===== config.mk =====
export PLATFORM = sky130hd
export DESIGN_NAME = dog_draw
export DESIGN_NICKNAME = d
export VERILOG_FILES = /design/src/rtl/vga_pkg.sv /design/src/rtl/dog_anim_ctl.sv /design/src/rtl/dog_draw.sv
export SDC_FILE = /design/constraint.sdc
export NUM_CORES = 1
export LEC_CHECK = 0
export ABC_AREA = 1
export CORE_MARGIN = 3
export CORE_UTILIZATION = 43
export CTS_CLUSTER_SIZE = 24
export DETAILED_ROUTE_END_ITERATION = 7
export GPL_TIMING_DRIVEN = 0
export PLACE_DENSITY = 0.65
export SLEW_MARGIN = 40
export SYNTH_ARGS = -nofsm -noshare
export SYNTH_HDL_FRONTEND = slang
export SYNTH_HIERARCHICAL = 1
export SYNTH_SLANG_ARGS = --single-unit
export TNS_END_PERCENT = 5

===== constraint.sdc =====
create_clock -name clk -period 5.3 [get_ports clk]
set_input_delay 1.06 -clock clk [delete_from_list [all_inputs] [get_ports clk]]
set_output_delay 1.06 -clock clk [all_outputs]
set_load 0.01 [all_outputs]

===== src/rtl/vga_pkg.sv =====
// Shared VGA/sprite definitions: dog geometry, frame ids, animation states.
package vga_pkg;

  localparam int DOG_W = 60;
  localparam int DOG_H = 44;
  localparam logic [11:0] DOG_TRANSPARENT = 12'hF0F;

  // ROM frame selects owned by the dog; 7..8 belong to other drawers.
  typedef enum logic [3:0] {
    DOG_WALK0 = 4'd0,
    DOG_WALK1 = 4'd1,
    DOG_WALK2 = 4'd2,
    DOG_WALK3 = 4'd3,
    DOG_SNIFF = 4'd4,
    DOG_JUMP0 = 4'd5,
    DOG_JUMP1 = 4'd6
  } dog_frame_t;

  typedef enum logic [2:0] {
    IDLE  = 3'd0,
    WALK  = 3'd1,
    SNIFF = 3'd2,
    JUMP  = 3'd3,
    HIDE  = 3'd4
  } dog_state_t;

  // Timing bundle carried down the pixel pipeline.
  typedef struct packed {
    logic [10:0] hcount;
    logic [10:0] vcount;
    logic        hsync;
    logic        vsync;
    logic        hblnk;
    logic        vblnk;
  } vga_tim_t;

endpackage


===== src/rtl/dog_anim_ctl.sv =====
// Intro animation FSM: walk in, sniff, jump into the grass, hide, pulse done.
// Position and frame select only move on the vblank tick (or on start in IDLE).
module dog_anim_ctl #(
  parameter int X_START     = 0,
  parameter int X_STOP      = 300,
  parameter int Y_GROUND    = 520,
  parameter int WALK_STEP   = 2,
  parameter int ANIM_DIV    = 6,
  parameter int SNIFF_TICKS = 45,
  parameter int JUMP_STEP   = 4,
  parameter int JUMP_TICKS  = 20
) (
  input  logic        clk,
  input  logic        rst_n,
  input  logic        start,
  input  logic        tick,
  output logic [10:0] x,
  output logic [10:0] y,
  output logic [3:0]  dog_select,
  output logic        draw,
  output logic        busy,
  output logic        done
);
  import vga_pkg::*;

  dog_state_t state, state_n;
  dog_frame_t sel, sel_n;
  logic [10:0] x_n, y_n;
  logic [7:0]  anim, anim_n;
  logic [7:0]  cnt, cnt_n;
  logic        done_n;

  assign dog_select = sel;
  assign busy       = (state != IDLE);
  assign draw       = (state == WALK) || (state == SNIFF) || (state == JUMP);

  // State and sprite-position registers
  always_ff @(posedge clk or negedge rst_n) begin
    if (!rst_n) begin
      state <= IDLE;
      x     <= 11'(X_START);
      y     <= 11'(Y_GROUND);
      sel   <= DOG_WALK0;
      anim  <= '0;
      cnt   <= '0;
      done  <= 1'b0;
    end else begin
      state <= state_n;
      x     <= x_n;
      y     <= y_n;
      sel   <= sel_n;
      anim  <= anim_n;
      cnt   <= cnt_n;
      done  <= done_n;
    end
  end

  // Next-state logic; start in IDLE wins over a coincident tick
  always_comb begin
    state_n = state;
    x_n     = x;
    y_n     = y;
    sel_n   = sel;
    anim_n  = anim;
    cnt_n   = cnt;
    done_n  = 1'b0;
    case (state)
      IDLE: if (start) begin
        state_n = WALK;
        x_n     = 11'(X_START);
        y_n     = 11'(Y_GROUND);
        sel_n   = DOG_WALK0;
        anim_n  = '0;
        cnt_n   = '0;
      end
      WALK: if (tick) begin
        if (12'(x) + 12'(WALK_STEP) >= 12'(X_STOP)) begin
          x_n     = 11'(X_STOP);
          state_n = SNIFF;
          sel_n   = DOG_SNIFF;
          cnt_n   = '0;
        end else begin
          x_n = x + 11'(WALK_STEP);
          if (anim == 8'(ANIM_DIV - 1)) begin
            anim_n = '0;
            sel_n  = (sel == DOG_WALK3) ? DOG_WALK0 : dog_frame_t'(sel + 4'd1);
          end else begin
            anim_n = anim + 8'd1;
          end
        end
      end
      SNIFF: if (tick) begin
        if (cnt == 8'(SNIFF_TICKS - 1)) begin
          state_n = JUMP;
          sel_n   = DOG_JUMP0;
          cnt_n   = '0;
        end else begin
          cnt_n = cnt + 8'd1;
        end
      end
      JUMP: if (tick) begin
        y_n = y - 11'(JUMP_STEP);
        if (cnt == 8'(JUMP_TICKS - 1)) begin
          state_n = HIDE;
          cnt_n   = '0;
        end else begin
          cnt_n = cnt + 8'd1;
          if (cnt + 8'd1 == 8'(JUMP_TICKS / 2)) sel_n = DOG_JUMP1;
        end
      end
      HIDE: if (tick) begin
        state_n = IDLE;
        done_n  = 1'b1;
      end
      default: state_n = IDLE;
    endcase
  end

endmodule


===== src/rtl/dog_draw.sv =====
// Dog sprite drawer: 2-stage pixel pipeline overlaying ROM pixels on the
// background stream. Stage 1 presents the ROM address; rom_rgb is sampled at
// the following edge by stage 2, so every vga_out_* lags its input by 2 clk.
module dog_draw #(
  parameter int          DOG_W       = vga_pkg::DOG_W,
  parameter int          DOG_H       = vga_pkg::DOG_H,
  parameter int          X_START     = 0,
  parameter int          X_STOP      = 300,
  parameter int          Y_GROUND    = 520,
  parameter int          WALK_STEP   = 2,
  parameter int          ANIM_DIV    = 6,
  parameter int          SNIFF_TICKS = 45,
  parameter int          JUMP_STEP   = 4,
  parameter int          JUMP_TICKS  = 20,
  parameter logic [11:0] TRANSPARENT = vga_pkg::DOG_TRANSPARENT
) (
  input  logic        clk,
  input  logic        rst_n,
  input  logic        start,
  input  logic [10:0] vga_in_hcount,
  input  logic [10:0] vga_in_vcount,
  input  logic        vga_in_hsync,
  input  logic        vga_in_vsync,
  input  logic        vga_in_hblnk,
  input  logic        vga_in_vblnk,
  input  logic [11:0] vga_in_rgb,
  input  logic [11:0] rom_rgb,
  output logic [11:0] rom_address,
  output logic [3:0]  dog_select,
  output logic [10:0] vga_out_hcount,
  output logic [10:0] vga_out_vcount,
  output logic        vga_out_hsync,
  output logic        vga_out_vsync,
  output logic        vga_out_hblnk,
  output logic        vga_out_vblnk,
  output logic [11:0] vga_out_rgb,
  output logic        busy,
  output logic        done
);
  import vga_pkg::*;

  logic        vblnk_q, tick;
  logic [10:0] x, y, dx, dy;
  logic        draw, win, win_s1;
  logic [11:0] lin, rgb_s1;
  vga_tim_t    tim_in, tim_s1, tim_s2;

  // Frame tick: one cycle on the registered rising edge of vblank
  always_ff @(posedge clk or negedge rst_n) begin
    if (!rst_n) begin
      vblnk_q <= 1'b0;
      tick    <= 1'b0;
    end else begin
      vblnk_q <= vga_in_vblnk;
      tick    <= vga_in_vblnk & ~vblnk_q;
    end
  end

  dog_anim_ctl #(
    .X_START(X_START), .X_STOP(X_STOP), .Y_GROUND(Y_GROUND),
    .WALK_STEP(WALK_STEP), .ANIM_DIV(ANIM_DIV), .SNIFF_TICKS(SNIFF_TICKS),
    .JUMP_STEP(JUMP_STEP), .JUMP_TICKS(JUMP_TICKS)
  ) u_ctl (
    .clk(clk), .rst_n(rst_n), .start(start), .tick(tick),
    .x(x), .y(y), .dog_select(dog_select),
    .draw(draw), .busy(busy), .done(done)
  );

  assign tim_in = '{hcount: vga_in_hcount, vcount: vga_in_vcount,
                    hsync: vga_in_hsync, vsync: vga_in_vsync,
                    hblnk: vga_in_hblnk, vblnk: vga_in_vblnk};

  // Unsigned 11-bit offsets: a pixel left of / above the sprite wraps to a
  // large value and falls out of the window without a separate compare.
  assign dx  = vga_in_hcount - x;
  assign dy  = vga_in_vcount - y;
  assign win = (dx < 11'(DOG_W)) && (dy < 11'(DOG_H));
  assign lin = 12'(dy) * 12'(DOG_W) + 12'(dx);

  // Stage 1: window test, ROM address, first timing delay
  always_ff @(posedge clk or negedge rst_n) begin
    if (!rst_n) begin
      tim_s1      <= '0;
      rgb_s1      <= '0;
      win_s1      <= 1'b0;
      rom_address <= '0;
    end else begin
      tim_s1      <= tim_in;
      rgb_s1      <= vga_in_rgb;
      win_s1      <= win;
      rom_address <= win ? lin : 12'd0;
    end
  end

  // Stage 2: key-colour composite against background, second timing delay
  always_ff @(posedge clk or negedge rst_n) begin
    if (!rst_n) begin
      tim_s2      <= '0;
      vga_out_rgb <= '0;
    end else begin
      tim_s2      <= tim_s1;
      vga_out_rgb <= (win_s1 && draw && rom_rgb != TRANSPARENT) ? rom_rgb : rgb_s1;
    end
  end

  assign vga_out_hcount = tim_s2.hcount;
  assign vga_out_vcount = tim_s2.vcount;
  assign vga_out_hsync  = tim_s2.hsync;
  assign vga_out_vsync  = tim_s2.vsync;
  assign vga_out_hblnk  = tim_s2.hblnk;
  assign vga_out_vblnk  = tim_s2.vblnk;

endmodule


==> results of run 1 <==
==> Yosys cell counts (3+ instances only) <==
| cell type | count | area, um2 |
|---|---|---|
| nand2_1 | 224 | 841 |
| inv_1 | 157 | 589 |
| dfrtp_1 | 131 | 3280 |
| nor2_1 | 64 | 240 |
| ha_1 | 49 | 613 |
| nand3_1 | 46 | 230 |
| nand4_1 | 26 | 163 |
| a21oi_1 | 25 | 125 |
| o21ai_0 | 25 | 125 |
| xor2_1 | 24 | 210 |
| nand2_2 | 13 | 81.3 |
| fa_1 | 11 | 220 |
| nor2_2 | 11 | 68.8 |
| xnor2_1 | 10 | 87.6 |
| mux2_2 | 8 | 90.1 |
| nand3b_1 | 8 | 60.1 |
| nor3_1 | 7 | 35.0 |
| inv_2 | 6 | 22.5 |
| nand3_2 | 6 | 60.1 |
| o21ai_2 | 6 | 52.6 |
| nand2_4 | 5 | 56.3 |
| o21ai_1 | 5 | 25.0 |
| or2_2 | 5 | 31.3 |
| buf_6 | 4 | 45.0 |
| o22ai_1 | 4 | 25.0 |
| a21oi_2 | 3 | 26.3 |
| buf_2 | 3 | 15.0 |
| buf_4 | 3 | 22.5 |
| nor2_4 | 3 | 33.8 |
| o211ai_1 | 3 | 22.5 |
==> per-stage QoR <==
stage	area [um2]	hold WS, ns	TNS, ns	std cells
5_1_grt	9970	0.351	0	1294
3_3_place_gp	9150	0.332	-279.60	1257
2_1_floorplan	7790	0.331	0	924
6_report	9970	0.341	0	1294
4_1_cts	9890	0.343	0	1294
3_5_place_dp	9200	0.335	-1.15	1259
==> power groups by stage <==
stage / Clock, mW / Combinational, mW / Sequential [mW]
final: 1.24 / 5.13 / 1.19
after floorplan: 0 / 3.60 / 1.20
after detailed placement: 0 / 4.47 / 1.21
after global routing: 1.32 / 5.83 / 1.20
after CTS: 1.28 / 4.84 / 1.19
after global placement: 0 / 4.40 / 1.21
==> repair_timing <==
action                     in CTS  in global routing
setup endpoints to repair       1                  1
pin swaps                       2                  7
gates cloned                    0                  0
gates resized for setup         7                 17
buffers inserted                3                  0
==> kinds of logic (layout without fill, tap and decap cells) <==
family,count (synthesis),in the layout,synth area share [%]
fa+ha+maj,60,60,10.7
buf+inv,173,318,8.92
xor+xnor,34,34,3.83
flops,133,133,42.8
other cells,1,3,0.0482
compound gates,82,82,6.43
mux,8,8,1.16
simple gates,431,431,26.1
==> path summary, 6_finish.rpt <==
| kind | start | to | slack (ns) |
|---|---|---|---|
| max in group asynchronous | rst_n | u_ctl/y[9]$_DFFE_PN1P_ | 3.90 |
| min in group asynchronous | rst_n | rom_address[4]$_DFF_PN0_ | 0.51 |
| setup / recovery | vga_in_vcount[5] | rom_address[11]$_DFF_PN0_ | 0.33 |
| setup reg to reg | u_ctl/y[3]$_DFFE_PN1P_ | rom_address[11]$_DFF_PN0_ | 0.52 |
| hold reg to reg | tim_s1[23]$_DFF_PN0_ | vga_out_hcount[8]$_DFF_PN0_ | 0.34 |
| hold / removal | tim_s1[23]$_DFF_PN0_ | vga_out_hcount[8]$_DFF_PN0_ | 0.34 |
==> routing by layer <==
| layer | wire [um] | part of all wire, % | up-vias | track usage (%) |
|---|---|---|---|---|
| li1 | - | - | 3189 | - |
| met1 | 8160 | 50 | 2782 | 24.5 |
| met2 | 7220 | 44 | 125 | 25.7 |
| met3 | 716 | 4.4 | 17 | 3.86 |
| met4 | 198 | 1.2 | 0 | 4.79 |
| met5 | 0 | 0 | - | 0 |
==> state kept, by name, indices dropped and copies added, names as in the netlist <==
signal / flops
tim_s1: 26
rgb_s1: 12
rom_address: 12
vga_out_rgb: 12
vga_out_hcount: 11
vga_out_vcount: 11
u_ctl/x: 10
u_ctl/y: 9
u_ctl/anim: 8
u_ctl/cnt: 8
u_ctl/dog_select: 4
u_ctl/state: 3
tick: 1
u_ctl/done: 1
vga_out_hblnk: 1
vga_out_hsync: 1
vga_out_vblnk: 1
vga_out_vsync: 1
win_s1: 1
==> worst max-delay path: stages <==
cell,delay [ns]
clkdlybuf4s50_1,0.42
ha_1,0.41
nand2_1,0.11
inv_1,0.06
nand3_1,0.10
nand2_1,0.08
nand2_1,0.06
nand2_2,0.12
inv_1,0.09
fa_1,0.53
inv_1,0.04
ha_1,0.33
inv_1,0.09
o21ai_1,0.17
xnor2_1,0.13
inv_1,0.06
ha_1,0.33
inv_1,0.09
nor3_2,0.24
nand3_1,0.11
nand4_1,0.19
nand3b_1,0.13
nand2_1,0.07
xnor2_1,0.17
nor2_1,0.09
==> layout by cell type (no fill, tap or decap), types with 10 or more instances in the layout <==
| cell type | count |
|---|---|
| ha_1 | 43 |
| inv_1 | 156 |
| nand2_1 | 221 |
| xor2_1 | 24 |
| nand3_1 | 46 |
| dfrtp_1 | 131 |
| nor2_2 | 11 |
| clkdlybuf4s50_1 | 103 |
| nand4_1 | 26 |
| fa_1 | 10 |
| nand2_2 | 16 |
| a21oi_1 | 21 |
| clkbuf_16 | 17 |
| o21ai_0 | 23 |
| nor2_1 | 64 |
| xnor2_1 | 10 |
==> cell type report <==
type | count | area, um2 | share of cell area, %
plain buffers | 10 | 82.6 | 0.828
clock buffers | 17 | 425 | 4.27
clock inverters | 15 | 200 | 2.01
inverters | 163 | 612 | 6.14
multi-input cells | 618 | 3870 | 38.8
flip-flops and latches | 133 | 3330 | 33.4
well taps | 225 | 282 | 2.82
repair buffers | 113 | 1170 | 11.7
==> flow_metrics.env, run 1 <==
export IMPL_worst_pin_slew_ns=0.631
export IMPL_remaining_drc_errors=0
export IMPL_ir_drop_v=0.000967
export IMPL_antenna_found_initial=0
export IMPL_htree_levels=4
export IMPL_die_h_um=141
export IMPL_seq_power_share_pct=15.7
export IMPL_utilization_pct=57.1
export IMPL_cts_tree="built"
export IMPL_wire_per_inst_um=12.6
export IMPL_swShare_pct=46.9
export IMPL_ctsHoldBuffers=0
export IMPL_syn_inst=922
export IMPL_fillers=1574
export IMPL_cp_max_fo=6
export IMPL_cts_sinks=133
export IMPL_clk_pin_slew_worst_paths_ns=0.06
export IMPL_fin_skew_ns=0.0100
export IMPL_slew_violations=0
export IMPL_grt_pass1_wl_um=27300
export IMPL_dieArea_um2=19700
export IMPL_setup_viol=0
export IMPL_root_buffer="clkbuf_16"
export IMPL_power_frac_comb_pct=67.8
export IMPL_path_class="in -> reg"
export IMPL_initial_core_util_pct=44.5
export IMPL_syn2layout_area_growth_pct=28.1
export IMPL_r2r_cells=27
export IMPL_rsz0062_at_grt="false"
export IMPL_clk_latency_ns=0.43
export IMPL_status="finished, final reports clean"
export IMPL_hold_viol_final=0
export IMPL_synthFlopType="dfrtp_1"
export IMPL_diodes=0
export IMPL_gp_congestion=0.910
export IMPL_synthesis_area_um2=7780
export IMPL_wl_um=16300
export IMPL_grt_remaining_overflow=0
export IMPL_ys_seq_area_share_pct=42.8
export IMPL_critPathCaptureType="flop"
export IMPL_intPower_mw=4.02
export IMPL_synth_edf_count=0
export IMPL_fin_nets=1169
export IMPL_synth_cell_types=50
export IMPL_ios=109
export IMPL_whs_path_depth=0
export IMPL_portBuffers=108
export IMPL_worst_slack_ns=0.326
export IMPL_fp_row_count=48
export IMPL_leakagePower_nw=4.92
export IMPL_hold_path_class="reg -> reg"
export IMPL_start_kind="primary input"
export IMPL_route_vias_total=6113
export IMPL_dr_pass1_iters=5
export IMPL_ant_nets=0
export IMPL_p_per_area_nw_per_um2=758
export IMPL_grt_usage_pct=17.0
export IMPL_die_x_um=141
export IMPL_grt_max_degree=51
export IMPL_hpwl_um=12300
export IMPL_period_minus_slack_ns=4.97
export IMPL_cts_made_buffers=17
export IMPL_async_flop_share_pct=100
export IMPL_p_total_mw=7.56
export IMPL_max_slew_margin_rel_pct=57.8
export IMPL_layout_drive_gt1_share_pct=13.2
export IMPL_cp_required_ns=5.60
export IMPL_cap_violations=0
export IMPL_synth_warnings=6
export IMPL_grt_pass1_vias=5684
export IMPL_core_um2=17500
export IMPL_switching_power_mw=3.55
export IMPL_period_share_pct=93.9
export IMPL_ys_ff_latch=133
export IMPL_vias_per_cell=4.72
export IMPL_clockBufferDepth=2
export IMPL_cp_arrival_ns=5.27
export IMPL_clkPwrFrac_pct=16.4
export IMPL_synth_area_per_cell_um2=8.44
export IMPL_clock_fmax_ghz=0.201
export IMPL_pre_cts_ws_ns=-0.767
export IMPL_first_iter_violations=237
Note: power is estimated with default switching activity, not from simulation.
==> inputs of run 2 (changes only) <==
--- a/config.mk
+++ b/config.mk
@@ -6,12 +6,14 @@
 export NUM_CORES = 1
 export LEC_CHECK = 0
 export ABC_AREA = 1
+export CORE_ASPECT_RATIO = 0.8
 export CORE_MARGIN = 3
 export CORE_UTILIZATION = 43
 export CTS_CLUSTER_SIZE = 24
 export DETAILED_ROUTE_END_ITERATION = 7
 export GPL_TIMING_DRIVEN = 0
 export PLACE_DENSITY = 0.65
+export SETUP_SLACK_MARGIN = 0.15
 export SLEW_MARGIN = 40
 export SYNTH_ARGS = -nofsm -noshare
 export SYNTH_HDL_FRONTEND = slang
==> run 2 against run 1 <==
Via count is 0.56% higher. Die area barely moved. Register-to-register slack improved by 0.15 ns. Global-route usage rose by 0.35 points. Sequential power about the same. Setup slack better by 0.13 ns. Critical path depth fell by 3. Critical endpoint unchanged. Utilization increased by 0.053 points. Maximum frequency grew 2.6%. Clock-buffer cell count stayed put. Highest routed layer unchanged.
==> flow_metrics.env, run 2 (synthesis results as in run 1) <==
export IMPL_r2r_cells=29
export IMPL_whs_path_depth=0
export IMPL_cp_arrival_ns=5.19
export IMPL_ant_nets=0
export IMPL_hold_path_class="reg -> reg"
export IMPL_remaining_drc_errors=0
export IMPL_seq_power_share_pct=15.6
export IMPL_cts_made_buffers=17
export IMPL_die_x_um=156
export IMPL_utilization_pct=57.1
export IMPL_syn2layout_area_growth_pct=28.7
export IMPL_max_slew_margin_rel_pct=57.7
export IMPL_start_kind="primary input"
export IMPL_cap_violations=0
export IMPL_p_total_mw=7.59
export IMPL_ir_drop_v=0.000946
export IMPL_gp_congestion=0.879
export IMPL_root_buffer="clkbuf_16"
export IMPL_setup_viol=0
export IMPL_worst_pin_slew_ns=0.634
export IMPL_clk_pin_slew_worst_paths_ns=0.07
export IMPL_antenna_found_initial=0
export IMPL_dr_pass1_iters=4
export IMPL_initial_core_util_pct=44.4
export IMPL_clock_fmax_ghz=0.206
export IMPL_htree_levels=4
export IMPL_cp_slowest_cell="fa_1"
export IMPL_rrSetupSlack_ns=0.67
export IMPL_slew_violations=0
export IMPL_route_vias_total=6147
export IMPL_cpMostUsedCell="inv_1"
export IMPL_dp_cells=1258
export IMPL_cts_sinks=133
export IMPL_cts_tree="built"
export IMPL_swShare_pct=47.7
export IMPL_cp_max_fo=3
export IMPL_fin_setup_tns_ns=0
export IMPL_instances_no_fill=1301
export IMPL_grt_usage_pct=17.3
export IMPL_grt_pass1_vias=5686
export IMPL_crit_chain="clkdlybuf4s50_1, inv_1, ha_1, fa_1, inv_1, fa_1, inv_1, fa_2, o21ai_2, nand2_1, nand2_1, a21oi_2, xnor2_1, ha_1, inv_1, nor3_2, nand3_1, nand4_1, nand3b_1, nand2_1, xnor2_1, nor2_1"
export IMPL_p_per_area_nw_per_um2=757
export IMPL_worst_path_buf_inv=5
export IMPL_ios=109
export IMPL_status="finished, final reports clean"
export IMPL_diodes=0
export IMPL_layout_common_cells="nand2_1 (219), inv_1 (154), dfrtp_1 (131)"
export IMPL_hold_end="vga_out_hcount[0]$_DFF_PN0_"
export IMPL_fin_nets=1176
export IMPL_switching_power_mw=3.62
export IMPL_core_um2=17500
export IMPL_vias_per_cell=4.72
export IMPL_hpwl_um=12400
export IMPL_cp_required_ns=5.65
export IMPL_grt_pass1_wl_um=27600
export IMPL_power_frac_comb_pct=68.7
export IMPL_hold_viol_final=0
export IMPL_grt_max_degree=70
export IMPL_hold_path_startpoint="tim_s1[15]$_DFF_PN0_"
export IMPL_period_share_pct=91.5
export IMPL_ctsHoldBuffers=0
export IMPL_crit_path_max_incr_delay_ns=0.50
export IMPL_fin_skew_ns=0.0125
export IMPL_r2r_start="u_ctl/y[3]$_DFFE_PN1P_"
export IMPL_final_common_cell="nand2_1"
export IMPL_r2r_end="rom_address[11]$_DFF_PN0_"
export IMPL_path_class="in -> reg"
export IMPL_crit_family="adder cells"
export IMPL_intPower_mw=3.96
export IMPL_clkPwrFrac_pct=15.6
export IMPL_layout_drive_gt1_share_pct=14.8
export IMPL_dieArea_um2=19800
export IMPL_rsz0062_at_grt="false"
export IMPL_critPathCaptureType="flop"
export IMPL_leakagePower_nw=4.92
export IMPL_clk_latency_ns=0.43
export IMPL_wire_per_inst_um=12.7
export IMPL_fillers=1559
export IMPL_largest_register_ffs=26
export IMPL_clockBufferDepth=2
export IMPL_die_h_um=126
export IMPL_period_minus_slack_ns=4.85
export IMPL_first_iter_violations=321
export IMPL_hold_ws_ns=0.343
export IMPL_grt_remaining_overflow=0
export IMPL_portBuffers=108
export IMPL_top_register="tim_s1"
export IMPL_wl_um=16600
export IMPL_fp_row_count=43
==> run 2: area by class of cell <==
class	instances	area [um2]	area share, %
multi-input combinational	618	3920	39.1
clock buffer	17	425	4.25
inverter	163	612	6.11
clock inverter	15	184	1.84
tap	225	282	2.81
sequential	133	3330	33.3
timing repair buffer	120	1180	11.8
buffer	10	82.6	0.824
==> run 2: worst max-delay path by stage <==
stage | cells after the start | end | slack, ns | start
2_1_floorplan | 29 | rom_address[11]$_DFF_PN0_ | 0.22 | vga_in_vcount[2]
3_3_place_gp | 1 | u_ctl/cnt[1]$_DFFE_PN0P_ | -2.18 | rst_n
3_5_place_dp | 30 | rom_address[11]$_DFF_PN0_ | -0.77 | vga_in_vcount[2]
4_1_cts | 25 | rom_address[11]$_DFF_PN0_ | 0.23 | vga_in_vcount[4]
5_1_grt | 24 | rom_address[11]$_DFF_PN0_ | 0.14 | vga_in_vcount[5]
6_report | 22 | rom_address[11]$_DFF_PN0_ | 0.45 | vga_in_vcount[0]
==> run 2: per-stage QoR <==
| stage | area, um2 | worst slack [ns] |
|---|---|---|
| 2_1_floorplan | 7790 | 0.216 |
| 3_3_place_gp | 9150 | -2.18 |
| 3_5_place_dp | 9180 | -0.774 |
| 4_1_cts | 9850 | 0.226 |
| 5_1_grt | 10000 | 0.141 |
| 6_report | 10000 | 0.452 |
==> run 2: per-layer routing <==
layer,share of wire (%),up-vias,GRT usage (%)
met3,5.0,14,4.37
met5,0,-,0
li1,-,3208,-
met4,1.0,0,4.79
met1,53,2786,26.4
met2,41,139,24.4
==> run 2: power by group through the flow <==
stage / registers [mW] / clock network, mW / logic [mW]
2_1_floorplan: 1.20 / 0 / 3.60
5_1_grt: 1.20 / 1.27 / 5.94
3_3_place_gp: 1.21 / 0 / 4.44
3_5_place_dp: 1.21 / 0 / 4.52
4_1_cts: 1.19 / 1.23 / 4.81
6_report: 1.19 / 1.19 / 5.21
==> run 2: repair_timing <==
action / in CTS / in global routing
buffers inserted: 2 / 9
setup endpoints to repair: 2 / 1
pin swaps: 4 / 14
resized for setup: 11 / 25
